$ cat src/rtl/hazard_tracker.sv
// D-stage hazard unit: shadows the E/M/W writers, raises the load-use/branch stall
// and picks forwarding sources for the D comparator operands and the E ALU operands.
module hazard_tracker #(
    parameter int REG_W = 5,
    parameter int T_W   = 2
) (
    input  logic             clk,
    input  logic             reset,
    input  logic [REG_W-1:0] rs_D,
    input  logic [REG_W-1:0] rt_D,
    input  logic [T_W-1:0]   rs_Tuse,
    input  logic [T_W-1:0]   rt_Tuse,
    input  logic             we_D,
    input  logic [REG_W-1:0] dst_D,
    input  logic [T_W-1:0]   tnew_D,
    output logic             stall,
    output logic [1:0]       fwd_rs_D,
    output logic [1:0]       fwd_rt_D,
    output logic [1:0]       fwd_rs_E,
    output logic [1:0]       fwd_rt_E
);
    typedef struct packed {
        logic             we;
        logic [REG_W-1:0] dst;
        logic [T_W-1:0]   tnew;
    } stage_t;

    stage_t           e_q, m_q, w_q;
    logic [REG_W-1:0] rs_E, rt_E;

    logic wr_e, wr_m, wr_w;
    assign wr_e = e_q.we && (e_q.dst != '0);
    assign wr_m = m_q.we && (m_q.dst != '0);
    assign wr_w = w_q.we && (w_q.dst != '0);

    // Operand index 0 = rs, 1 = rt.
    logic [1:0][REG_W-1:0] src_d, src_e;
    logic [1:0][T_W-1:0]   tuse;
    logic [1:0][1:0]       fwd_d, fwd_e;
    logic [1:0]            stall_v;

    assign src_d = {rt_D, rs_D};
    assign src_e = {rt_E, rs_E};
    assign tuse  = {rt_Tuse, rs_Tuse};

    for (genvar g = 0; g < 2; g++) begin : g_opnd
        logic he_d, hm_d, hw_d, hm_e, hw_e, used;
        assign he_d = wr_e && (e_q.dst == src_d[g]);
        assign hm_d = wr_m && (m_q.dst == src_d[g]);
        assign hw_d = wr_w && (w_q.dst == src_d[g]);
        assign hm_e = wr_m && (m_q.dst == src_e[g]);
        assign hw_e = wr_w && (w_q.dst == src_e[g]);
        assign used = (tuse[g] != '1) && (src_d[g] != '0);

        assign stall_v[g] = used && ((he_d && (e_q.tnew > tuse[g])) ||
                                     (hm_d && (m_q.tnew > tuse[g])));

        // A younger match that is not ready yet masks any older match (returns 00).
        assign fwd_d[g] = he_d ? ((e_q.tnew == '0) ? 2'b01 : 2'b00) :
                          hm_d ? ((m_q.tnew == '0) ? 2'b10 : 2'b00) :
                          hw_d ? 2'b11 : 2'b00;
        assign fwd_e[g] = hm_e ? ((m_q.tnew == '0) ? 2'b01 : 2'b00) :
                          hw_e ? 2'b10 : 2'b00;
    end

    assign stall    = |stall_v;
    assign fwd_rs_D = fwd_d[0];
    assign fwd_rt_D = fwd_d[1];
    assign fwd_rs_E = fwd_e[0];
    assign fwd_rt_E = fwd_e[1];

    always_ff @(posedge clk or negedge reset) begin
        if (!reset) begin
            e_q  <= '0;
            m_q  <= '0;
            w_q  <= '0;
            rs_E <= '0;
            rt_E <= '0;
        end else begin
            w_q.we   <= m_q.we;
            w_q.dst  <= m_q.dst;
            w_q.tnew <= '0;
            m_q.we   <= e_q.we;
            m_q.dst  <= e_q.dst;
            m_q.tnew <= (e_q.tnew == '0) ? '0 : e_q.tnew - T_W'(1);
            if (stall) begin
                e_q  <= '0;
                rs_E <= '0;
                rt_E <= '0;
            end else begin
                e_q.we   <= we_D;
                e_q.dst  <= dst_D;
                e_q.tnew <= tnew_D;
                rs_E     <= rs_D;
                rt_E     <= rt_D;
            end
        end
    end
endmodule

$ cat config.mk
export PLATFORM = sky130hd
export DESIGN_NAME = hazard_tracker
export DESIGN_NICKNAME = d
export VERILOG_FILES = /design/src/rtl/hazard_tracker.sv
export SDC_FILE = /design/constraint.sdc
export NUM_CORES = 1
export LEC_CHECK = 0
export ABC_AREA = 1
export ABC_CLOCK_PERIOD_IN_PS = 2750
export BUFFER_PORTS_ARGS = -buffer_cell sky130_fd_sc_hd__buf_2
export CORE_ASPECT_RATIO = 1.2
export CORE_MARGIN = 2
export CORE_UTILIZATION = 45
export CTS_BUF_LIST = sky130_fd_sc_hd__clkbuf_16
export CTS_CLUSTER_DIAMETER = 100
export DETAILED_ROUTE_END_ITERATION = 7
export GPL_ROUTABILITY_DRIVEN = 1
export GPL_TIMING_DRIVEN = 0
export PLACE_DENSITY = 0.68
export SETUP_SLACK_MARGIN = 0.2
export SYNTH_ARGS = -nofsm -noshare
export SYNTH_HDL_FRONTEND = slang
export SYNTH_SLANG_ARGS = --single-unit
$ cat constraint.sdc
create_clock -name clk -period 2.75 [get_ports clk]
set_input_delay 0.55 -clock clk [delete_from_list [all_inputs] [get_ports clk]]
set_output_delay 0.55 -clock clk [all_outputs]
set_load 0.1 [all_outputs]
==> flow_summary_export.csv, run 1 <==
group,metric,value,unit
route,wl,4780,µm
outcome,status,"finished, final reports clean",
power_and_ir_drop,switching_power,0.364,mW
cts,postCtsHoldBufs,0,
floorplanning,ioPinCount,33,
synth,async_reset_ff_share,100,%
sta,min_period,2.50,ns
placed_design,post-place-ws,-0.0415,ns
power_and_ir_drop,p_total,1.39,mW
power_and_ir_drop,p_sw_share,26.2,%
cells_and_area,stdcell_area,2590,µm²
placed_design,dpl.hpwl,3530,µm
synth,syn_area,2020,µm²
power_and_ir_drop,p_leak,1.32,nW
setup_path,end_kind,"output port",
power_and_ir_drop,power.share.clock,43.7,%
placed_design,dp.cells,343,
cts,cts_buffer_depth,2,
sta,fin_tns_setup,0,ns
synth,synth_top_area_cell,"dfrtp_1",
power_and_ir_drop,p_per_area,536,nW/µm²
sta,rsz0062_at_grt,"true",
cells_and_area,insertedDiodeCount,0,
cts,htreeDepth,2,
synth,synth-edff-count,0,
placed_design,place_congestion,0.883,
cells_and_area,syn2layout_area_growth,28.2,%
global_route,grt_pass1_wl,7950,µm
synth,seq_area_frac_synth,39.7,%
synth,synth_most_common_cell,"nand2_1",
setup_path,startpoint_type,"register",
route,num_vias,1732,
global_route,grt_pass1_vias,1687,
synth,synth_top_area_share,39.7,%
sta,maxSlewHeadroom,54.2,%
cts,path_clk_slew,0.05,ns
synth,netlist_instances,255,
route,drcViolationCount,0,
sta,setup_viol,0,
setup_path,arrival,1.95,ns
min_path,min_path_type,"in2async",
placed_design,place_area,2280,µm²
cts,cts-root-buf,"clkbuf_16",
floorplanning,start_util,47.0,%
power_and_ir_drop,internal_power,1.02,mW
cts,cts_buffers,5,
flow_run,maxCapViolCount,0,
floorplanning,die_x,65.1,µm
global_route,grt_overflow_total,0,
sta,final.period_utilization,90.8,%
route,firstDrtPassIters,4,
cts,insertion_delay,0.28,ns
synth,ys_ff_latch,32,
sta,worst_pin_slew,0.687,ns
sta,worst_slack,0.252,ns
synth,synth_nets,287,
floorplanning,dieArea,5040,µm²
route,ant_nets,0,
floorplanning,die_y,77.3,µm
cells_and_area,drive_gt1_share,23.8,%
cells_and_area,final_nets,333,
synth,synthFlopType,"dfrtp_1",
sta,fmax,0.400,GHz
setup_path,required,2.20,ns
route,routedWlPerCell,13.3,µm
sta,hold_viol_final,0,
floorplanning,core,4290,µm²
global_route,grt.total_usage,21.2,%
cts,cts_num_sinks,32,
sta,skew,0.00545,ns
cts,cts_tree,"built",
placed_design,io_buffers,32,
synth,synth-warning-count,0,
power_and_ir_drop,peakVddDrop,0.000403,V
global_route,antenna_found_initial,0,
floorplanning,fp-row-count,26,
global_route,grt_max_degree,33,
power_and_ir_drop,p_seq_share,37.9,%
synth,synth_cell_types,28,
power_and_ir_drop,share_comb_of_total_power,18.4,%
synth,synth_common_cells,"42 x nand2_1, 37 x nor2_1, 35 x inv_1, 32 x dfrtp_1, 21 x xnor2_1",
route,viasPerCell,4.84,
cells_and_area,stdcell_count,358,
synth,synth.avg_cell_area,7.91,µm²
setup_path,crit_type,"reg2out",
route,first_iter_violations,52,
synth,yosys-top-cells-area,"dfrtp_1 40%, xnor2_1 9.1%, xor2_1 8.3%, nand2_1 7.8%, nor2_1 6.9%",
sta,drv_slew,0,
setup_path,crit_fanout,5,
cells_and_area,nFillCells,412,
## cell type report
| type | instances | area (µm²) | area share (%) |
|---|---|---|---|
| Buffer | 10 | 72.6 | 2.81 |
| Clock buffer | 5 | 125 | 4.84 |
| Clock inverter | 3 | 38.8 | 1.50 |
| Inverter | 36 | 135 | 5.22 |
| Multi-Input combinational cell | 177 | 1080 | 41.9 |
| Sequential cell | 32 | 803 | 31.1 |
| Tap cell | 56 | 70.1 | 2.71 |
| Timing Repair Buffer | 39 | 256 | 9.92 |
## routing by layer
layer	GRT usage (%)	part of all wire, %	vias up
met3	3.91	4.1	8
li1	-	-	877
met4	8.13	2.1	0
met5	0	0	-
met1	25.3	40	800
met2	37.5	53	47
## path summary, 6_finish.rpt
| path | end | cells past startpoint | slack (ns) | from |
|---|---|---|---|---|
| setup reg to reg | rs_E[3]$_DFF_PN0_ | 10 | 1.10 | m_q[2]$_DFF_PN0_ |
| setup / recovery | fwd_rs_E[0] | 7 | 0.25 | m_q[2]$_DFF_PN0_ |
| min in group clk | w_q[4]$_DFF_PN0_ | 0 | 0.37 | m_q[4]$_DFF_PN0_ |
| max in group asynchronous | m_q[1]$_DFF_PN0_ | 1 | 1.95 | reset |
| hold / removal | e_q[2]$_DFF_PN0_ | 1 | 0.31 | reset |
| hold reg to reg | w_q[4]$_DFF_PN0_ | 0 | 0.37 | m_q[4]$_DFF_PN0_ |
## worst max-delay path, stage by stage, from the launching register on
cell and delay (ns):
dfrtp_1 0.35, buf_2 0.21, nor2_1 0.07, nand3_1 0.08, nand2_2 0.12, nor4_2 0.37, and2_1 0.18, buf_4 0.28
## through the flow
| stage | hold slack [ns] | util, % |
|---|---|---|
| floorplan | 0.254 | - |
| CTS | 0.336 | 57.5 |
| finish | 0.310 | 60.2 |
| global placement | 0.353 | 53.1 |
| global route | 0.381 | 60.2 |
| detailed placement | 0.362 | 53.1 |
## power groups by stage
stage	Combinational [mW]	Clock [mW]	Sequential (mW)
2_1_floorplan	0.167	0	0.527
3_3_place_gp	0.233	0	0.531
3_5_place_dp	0.237	0	0.533
4_1_cts	0.243	0.617	0.526
5_1_grt	0.287	0.639	0.529
6_report	0.256	0.606	0.525
## placed cells by master, fill, tap and decap left out, drive strengths merged
master	instances
a21oi	8
and2	1
and3	1
buf	43
bufinv	1
clkbuf	11
clkinv	1
dfrtp	32
ha	8
inv	37
nand2	46
nand3	14
nand3b	1
nand4	5
nor2	38
nor3	9
nor3b	1
nor4	1
o21ai	3
o31ai	1
xnor2	21
xor2	19
## cell families (layout without fill, tap and decap cells)
logic type,count (synthesis),in the layout,share of synthesized area (%)
compound gates,12,12,3.10
buf+inv,46,93,9.43
xor+xnor,40,40,17.4
flops,32,32,39.7
simple gates,117,117,25.4
fa+ha+maj,8,8,4.96
## sequential cells by signal (all words and copies together), names as in the netlist
| signal | flops |
|---|---|
| e_q | 8 |
| w_q | 6 |
| m_q | 8 |
| rt_E | 5 |
| rs_E | 5 |
## timing repair
action | in CTS | in global routing
resized for setup | 9 | 26
endpoints found under the setup margin | 7 | 9
pin swaps | 0 | 3
buffers inserted | 0 | 7
hold endpoints to repair | 0 | 0
Note: power is estimated with default switching activity, not from simulation.
==> run 2, diff against run 1 <==
- ABC_AREA: 1 -> default
- CAP_MARGIN: default -> 20
==> flow_summary_export.csv, run 2 <==
group,metric,value,unit
outcome,status,"complete, but fails checks",
outcome,violations,"setup timing",
setup_path,crit_buf_inv,2,
route,firstDrtPassIters,4,
sta,final.period_utilization,109,%
sta,worst_pin_slew,0.710,ns
route,ant_nets,0,
synth,ys_ff_latch,32,
setup_path,reg2reg_depth,10,
cells_and_area,drive_gt1_share,38.3,%
setup_path,r2r_end,"e_q[1]$_DFF_PN0_",
floorplanning,fp-row-count,26,
synth,netlist_instances,188,
placed_design,io_buffers,32,
route,first_iter_violations,47,
placed_design,dpl.hpwl,3490,µm
global_route,grt_pass1_vias,1645,
floorplanning,start_util,47.5,%
synth,synth_top_area_share,39.3,%
floorplanning,die_y,77.7,µm
setup_path,required,2.20,ns
power_and_ir_drop,switching_power,0.365,mW
setup_path,crit_top_cell,"or4_4",
setup_path,cp_top_family,"simple AND/OR/NAND/NOR gates",
power_and_ir_drop,p_seq_share,40.0,%
cts,htreeDepth,2,
synth,synth_nets,220,
global_route,grt.total_usage,21.4,%
sta,drv_slew,0,
setup_path,crit_fanout,2,
floorplanning,dieArea,5090,µm²
route,wl,5110,µm
synth,seq_area_frac_synth,39.3,%
synth,synthFlopType,"dfrtp_1",
placed_design,dp.cells,276,
sta,rsz0062_at_grt,"true",
global_route,antenna_found_initial,0,
sta,worst_slack,-0.237,ns
cts,cts-root-buf,"clkbuf_16",
synth,synth_cell_types,40,
cells_and_area,insertedDiodeCount,0,
cells_and_area,final_common_cell,"dfrtp_1",
route,viasPerCell,5.29,
synth,synth_common_cells,"32 x dfrtp_1, 26 x xor2_1, 24 x xnor2_1, 10 x nor3b_2",
cts,cts_buffer_depth,2,
synth,async_reset_ff_share,100,%
synth,synth.avg_cell_area,10.8,µm²
power_and_ir_drop,peakVddDrop,0.000476,V
route,routedWlPerCell,17.1,µm
cts,insertion_delay,0.27,ns
setup_path,crit_type,"reg2out",
synth,syn_area,2040,µm²
sta,maxSlewHeadroom,52.7,%
cells_and_area,final_nets,275,
synth,synth_most_common_cell,"dfrtp_1",
setup_path,startpoint_type,"register",
sta,holdWs,0.327,ns
setup_path,arrival,2.44,ns
cts,cts_buffers,5,
global_route,grt_overflow_total,0,
cells_and_area,reg.largest.list,"e_q (8), m_q (8), w_q (6)",
power_and_ir_drop,p_per_area,472,nW/µm²
route,drcViolationCount,0,
synth,synth-warning-count,0,
sta,fmax,0.335,GHz
cts,cts_tree,"built",
route,num_vias,1583,
synth,synth_top_area_cell,"dfrtp_1",
synth,synth-edff-count,0,
floorplanning,ioPinCount,33,
placed_design,place_congestion,0.762,
min_path,min_path_type,"in2async",
global_route,grt_max_degree,33,
floorplanning,core,4290,µm²
power_and_ir_drop,share_comb_of_total_power,21.8,%
sta,min_period,2.99,ns
flow_run,maxCapViolCount,0,
cells_and_area,stdcell_count,299,
cts,postCtsHoldBufs,0,
cts,path_clk_slew,0.05,ns
synth,yosys-top-cells-area,"dfrtp_1 39%, xor2_1 11%, xnor2_1 10%, nor3b_2 6.1%, ha_1 4.9%",
setup_path,r2r-start,"m_q[3]$_DFF_PN0_",
cells_and_area,final_cell_mix,"32 x dfrtp_1, 26 x xor2_1, 24 x xnor2_1, 23 x buf_2, 14 x buf_4",
setup_path,crit_chain,"buf_6 -> or4_4 -> o21ai_4 -> nor4_4 -> or4_4 -> mux2i_4 -> buf_12",
power_and_ir_drop,power.share.clock,38.2,%
setup_path,r2r_slack,0.34,ns
power_and_ir_drop,p_total,1.33,mW
global_route,grt_pass1_wl,8170,µm
setup_path,slowest_delay,0.54,ns
cells_and_area,syn2layout_area_growth,37.7,%
power_and_ir_drop,p_sw_share,27.5,%
power_and_ir_drop,internal_power,0.961,mW
sta,hold_viol_final,0,
sta,skew,0.00408,ns
floorplanning,die_x,65.5,µm
sta,setup_viol,9,
cells_and_area,post-route-util,65.4,%
power_and_ir_drop,p_leak,1.20,nW
setup_path,end_kind,"output port",
setup_path,crit_slowest_cell,"or4_4",
cts,cts_num_sinks,32,
run 2: layout make-up:
class                      instances  area (µm²)
fill                             365        1490
multi-input combinational        136        1240
sequential                        32         801
timing repair buffer              48         430
clock buffer                       5         125
buffer                            13         103
tap                               56        70.1
inverter                           7        26.3
clock inverter                     2        8.76
run 2: kinds of logic (layout without fill, tap and decap cells):
family,count (synthesis),in the layout,share of synthesized area (%)
compound gates,14,14,5.46
mux,2,2,0.982
flops,32,32,39.3
fa+ha+maj,8,8,4.91
xor+xnor,50,50,21.5
simple gates,62,62,22.6
buf+inv,20,75,5.28
run 2: power groups by stage:
| stage | Clock, mW | Sequential [mW] | Combinational, mW |
|---|---|---|---|
| detailed placement | 0 | 0.537 | 0.246 |
| CTS | 0.514 | 0.530 | 0.278 |
| global route | 0.535 | 0.534 | 0.315 |
| floorplan | 0 | 0.530 | 0.177 |
| global placement | 0 | 0.536 | 0.242 |
| finish | 0.506 | 0.531 | 0.289 |
run 2: repair_timing:
item                                    CTS  global route
pin swaps                                 6             8
resized for setup                        50             6
buffers inserted                         11             5
endpoints found under the setup margin    9             9
hold endpoints to repair                  0             0
run 2: through the flow:
step	TNS (ns)	setup slack (ns)	cell area (µm²)
2_1_floorplan	-0.493	-0.255	2110
3_3_place_gp	-1.36	-0.426	2340
3_5_place_dp	-1.50	-0.480	2340
4_1_cts	-1.42	-0.283	2750
5_1_grt	-2.06	-0.283	2810
6_report	-1.54	-0.237	2810
run 2: how the worst max path moves through the flow:
stage,depth (start not counted),startpoint,slack (ns),to
after floorplan,6,m_q[3]$_DFF_PN0_,-0.26,fwd_rs_D[0]
after global placement,6,rs_D[3],-0.43,fwd_rs_D[0]
after detailed placement,6,rs_D[3],-0.48,fwd_rs_D[0]
after CTS,7,m_q[3]$_DFF_PN0_,-0.28,fwd_rs_D[0]
after global routing,9,m_q[3]$_DFF_PN0_,-0.28,fwd_rt_D[0]
final,7,m_q[3]$_DFF_PN0_,-0.24,fwd_rs_D[0]
run 2: routing by layer:
metal | track usage, % | vias to the layer above | wire [µm]
li1 | - | 757 | -
met4 | 4.79 | 0 | 39
met1 | 26.5 | 789 | 2150
met5 | 0 | - | 0
met2 | 37.9 | 32 | 2700
met3 | 4.20 | 5 | 216
==> run 3, diff against run 2 <==
- CORE_ASPECT_RATIO: 1.2 -> default
==> flow_summary_export.csv, run 3 (synthesized netlist as in run 2, its figures left out) <==
group,metric,value,unit
global_route,grt_overflow_total,0,
route,routedWlPerCell,17.4,µm
placed_design,io_buffers,32,
route,wl,5150,µm
cts,cts_num_sinks,32,
global_route,grt.total_usage,22.2,%
outcome,violations,"setup timing",
cts,cts_buffer_depth,2,
setup_path,crit_type,"reg2out",
sta,maxSlewHeadroom,51.9,%
route,drcViolationCount,0,
power_and_ir_drop,p_per_area,510,nW/µm²
outcome,status,"complete, but fails checks",
cells_and_area,final_nets,274,
global_route,grt-busiest-layer,"met2",
global_route,antenna_found_initial,0,
route,ant_nets,0,
setup_path,crit_fanout,3,
global_route,grt_pass1_vias,1671,
setup_path,cp_top_family,"simple AND/OR/NAND/NOR gates",
cts,cts-root-buf,"clkbuf_16",
route,first_iter_violations,44,
global_route,grt_max_degree,33,
sta,fin_tns_setup,-1.59,ns
sta,hold_viol_final,0,
floorplanning,ioPinCount,33,
cts,insertion_delay,0.28,ns
setup_path,startpoint_type,"register",
placed_design,dpl.hpwl,3610,µm
sta,holdWs,0.326,ns
cells_and_area,insertedDiodeCount,0,
route,viasPerCell,5.36,
floorplanning,die_y,71.3,µm
sta,final.period_utilization,113,%
global_route,grt_pass1_wl,8450,µm
setup_path,crit_top_cell,"or4_4",
sta,setup_viol,9,
floorplanning,fp-row-count,24,
global_route,gr-usage-met3,4.92,%
setup_path,crit_chain,"buf_6 -> or4_4 -> o21ai_4 -> nor4_4 -> or4_4 -> mux2i_4 -> buf_12",
cells_and_area,reg.largest.list,"e_q (8), m_q (8), w_q (6)",
flow_run,maxCapViolCount,0,
sta,worst_pin_slew,0.722,ns
cts,cts_buffers,5,
global_route,use_met1,28.7,%
placed_design,post-place-ws,-0.462,ns
sta,drv_slew,0,
cells_and_area,drive_gt1_share,38.3,%
sta,rsz0062_at_grt,"true",
cells_and_area,syn2layout_area_growth,38.0,%
sta,min_period,3.10,ns
setup_path,required,2.20,ns
cts,htreeDepth,2,
sta,fmax,0.323,GHz
floorplanning,die_x,71.3,µm
floorplanning,core,4350,µm²
sta,skew,0.00412,ns
floorplanning,start_util,46.8,%
cells_and_area,stdcell_count,295,
global_route,use_met2,37.1,%
setup_path,crit_buf_inv,2,
cts,cts_tree,"built",
power_and_ir_drop,peakVddDrop,0.000356,V
setup_path,end_kind,"output port",
power_and_ir_drop,p_leak,1.20,nW
power_and_ir_drop,p_total,1.43,mW
route,firstDrtPassIters,4,
placed_design,place_congestion,0.777,
min_path,min_path_type,"in2async",
cells_and_area,final_cell_mix,"32 x dfrtp_1, 26 x xor2_1, 24 x xnor2_1, 23 x buf_2, 17 x buf_4",
setup_path,slowest_delay,0.53,ns
cts,path_clk_slew,0.05,ns
floorplanning,dieArea,5090,µm²
setup_path,crit_slowest_cell,"or4_4",
cells_and_area,final_common_cell,"dfrtp_1",
setup_path,arrival,2.55,ns
sta,worst_slack,-0.349,ns
placed_design,dp.cells,272,
route,num_vias,1581,
[run 3: cell type report]
class                   instances  area [µm²]
plain buffers                  13         101
clock buffers                   5         125
clock inverters                 3        37.5
fillers                       340        1540
inverters                       7        26.3
multi-input cells             136        1250
flip-flops and latches         32         801
well taps                      52        65.1
repair buffers                 47         408
[run 3: final timing paths]
| path | start | end | depth (start not counted) | slack (ns) |
|---|---|---|---|---|
| max in group asynchronous | reset | rs_E[2]$_DFF_PN0_ | 1 | 1.96 |
| min in group clk | m_q[6]$_DFF_PN0_ | w_q[6]$_DFF_PN0_ | 0 | 0.37 |
| max | m_q[3]$_DFF_PN0_ | fwd_rs_D[0] | 7 | -0.35 |
| max reg2reg | m_q[3]$_DFF_PN0_ | rt_E[2]$_DFF_PN0_ | 10 | 0.37 |
| min | reset | e_q[4]$_DFF_PN0_ | 1 | 0.33 |
| min reg2reg | m_q[6]$_DFF_PN0_ | w_q[6]$_DFF_PN0_ | 0 | 0.37 |
[run 3: per-layer routing]
metal / vias to the layer above / share of wire (%)
li1: 758 / -
met1: 778 / 44
met2: 33 / 51
met3: 12 / 3.6
met4: 0 / 1.6
met5: - / 0
[run 3: through the flow]
stage | util, % | area, µm²
2_1_floorplan | - | 2110
3_3_place_gp | 53.7 | 2340
3_5_place_dp | 53.7 | 2340
4_1_cts | 64.0 | 2790
5_1_grt | 64.6 | 2810
6_report | 64.6 | 2810
[run 3: power breakdown]
group / internal (mW) / switching (mW)
clock network: 0.420 / 0.197
logic: 0.134 / 0.154
registers: 0.501 / 0.0288
[run 3: repair_timing]
action                     4_1_cts  5_1_grt
buffers inserted                12        3
gates resized for setup         51        2
hold buffers                     0        0
pin swaps                        7        3
setup endpoints to repair        9        9
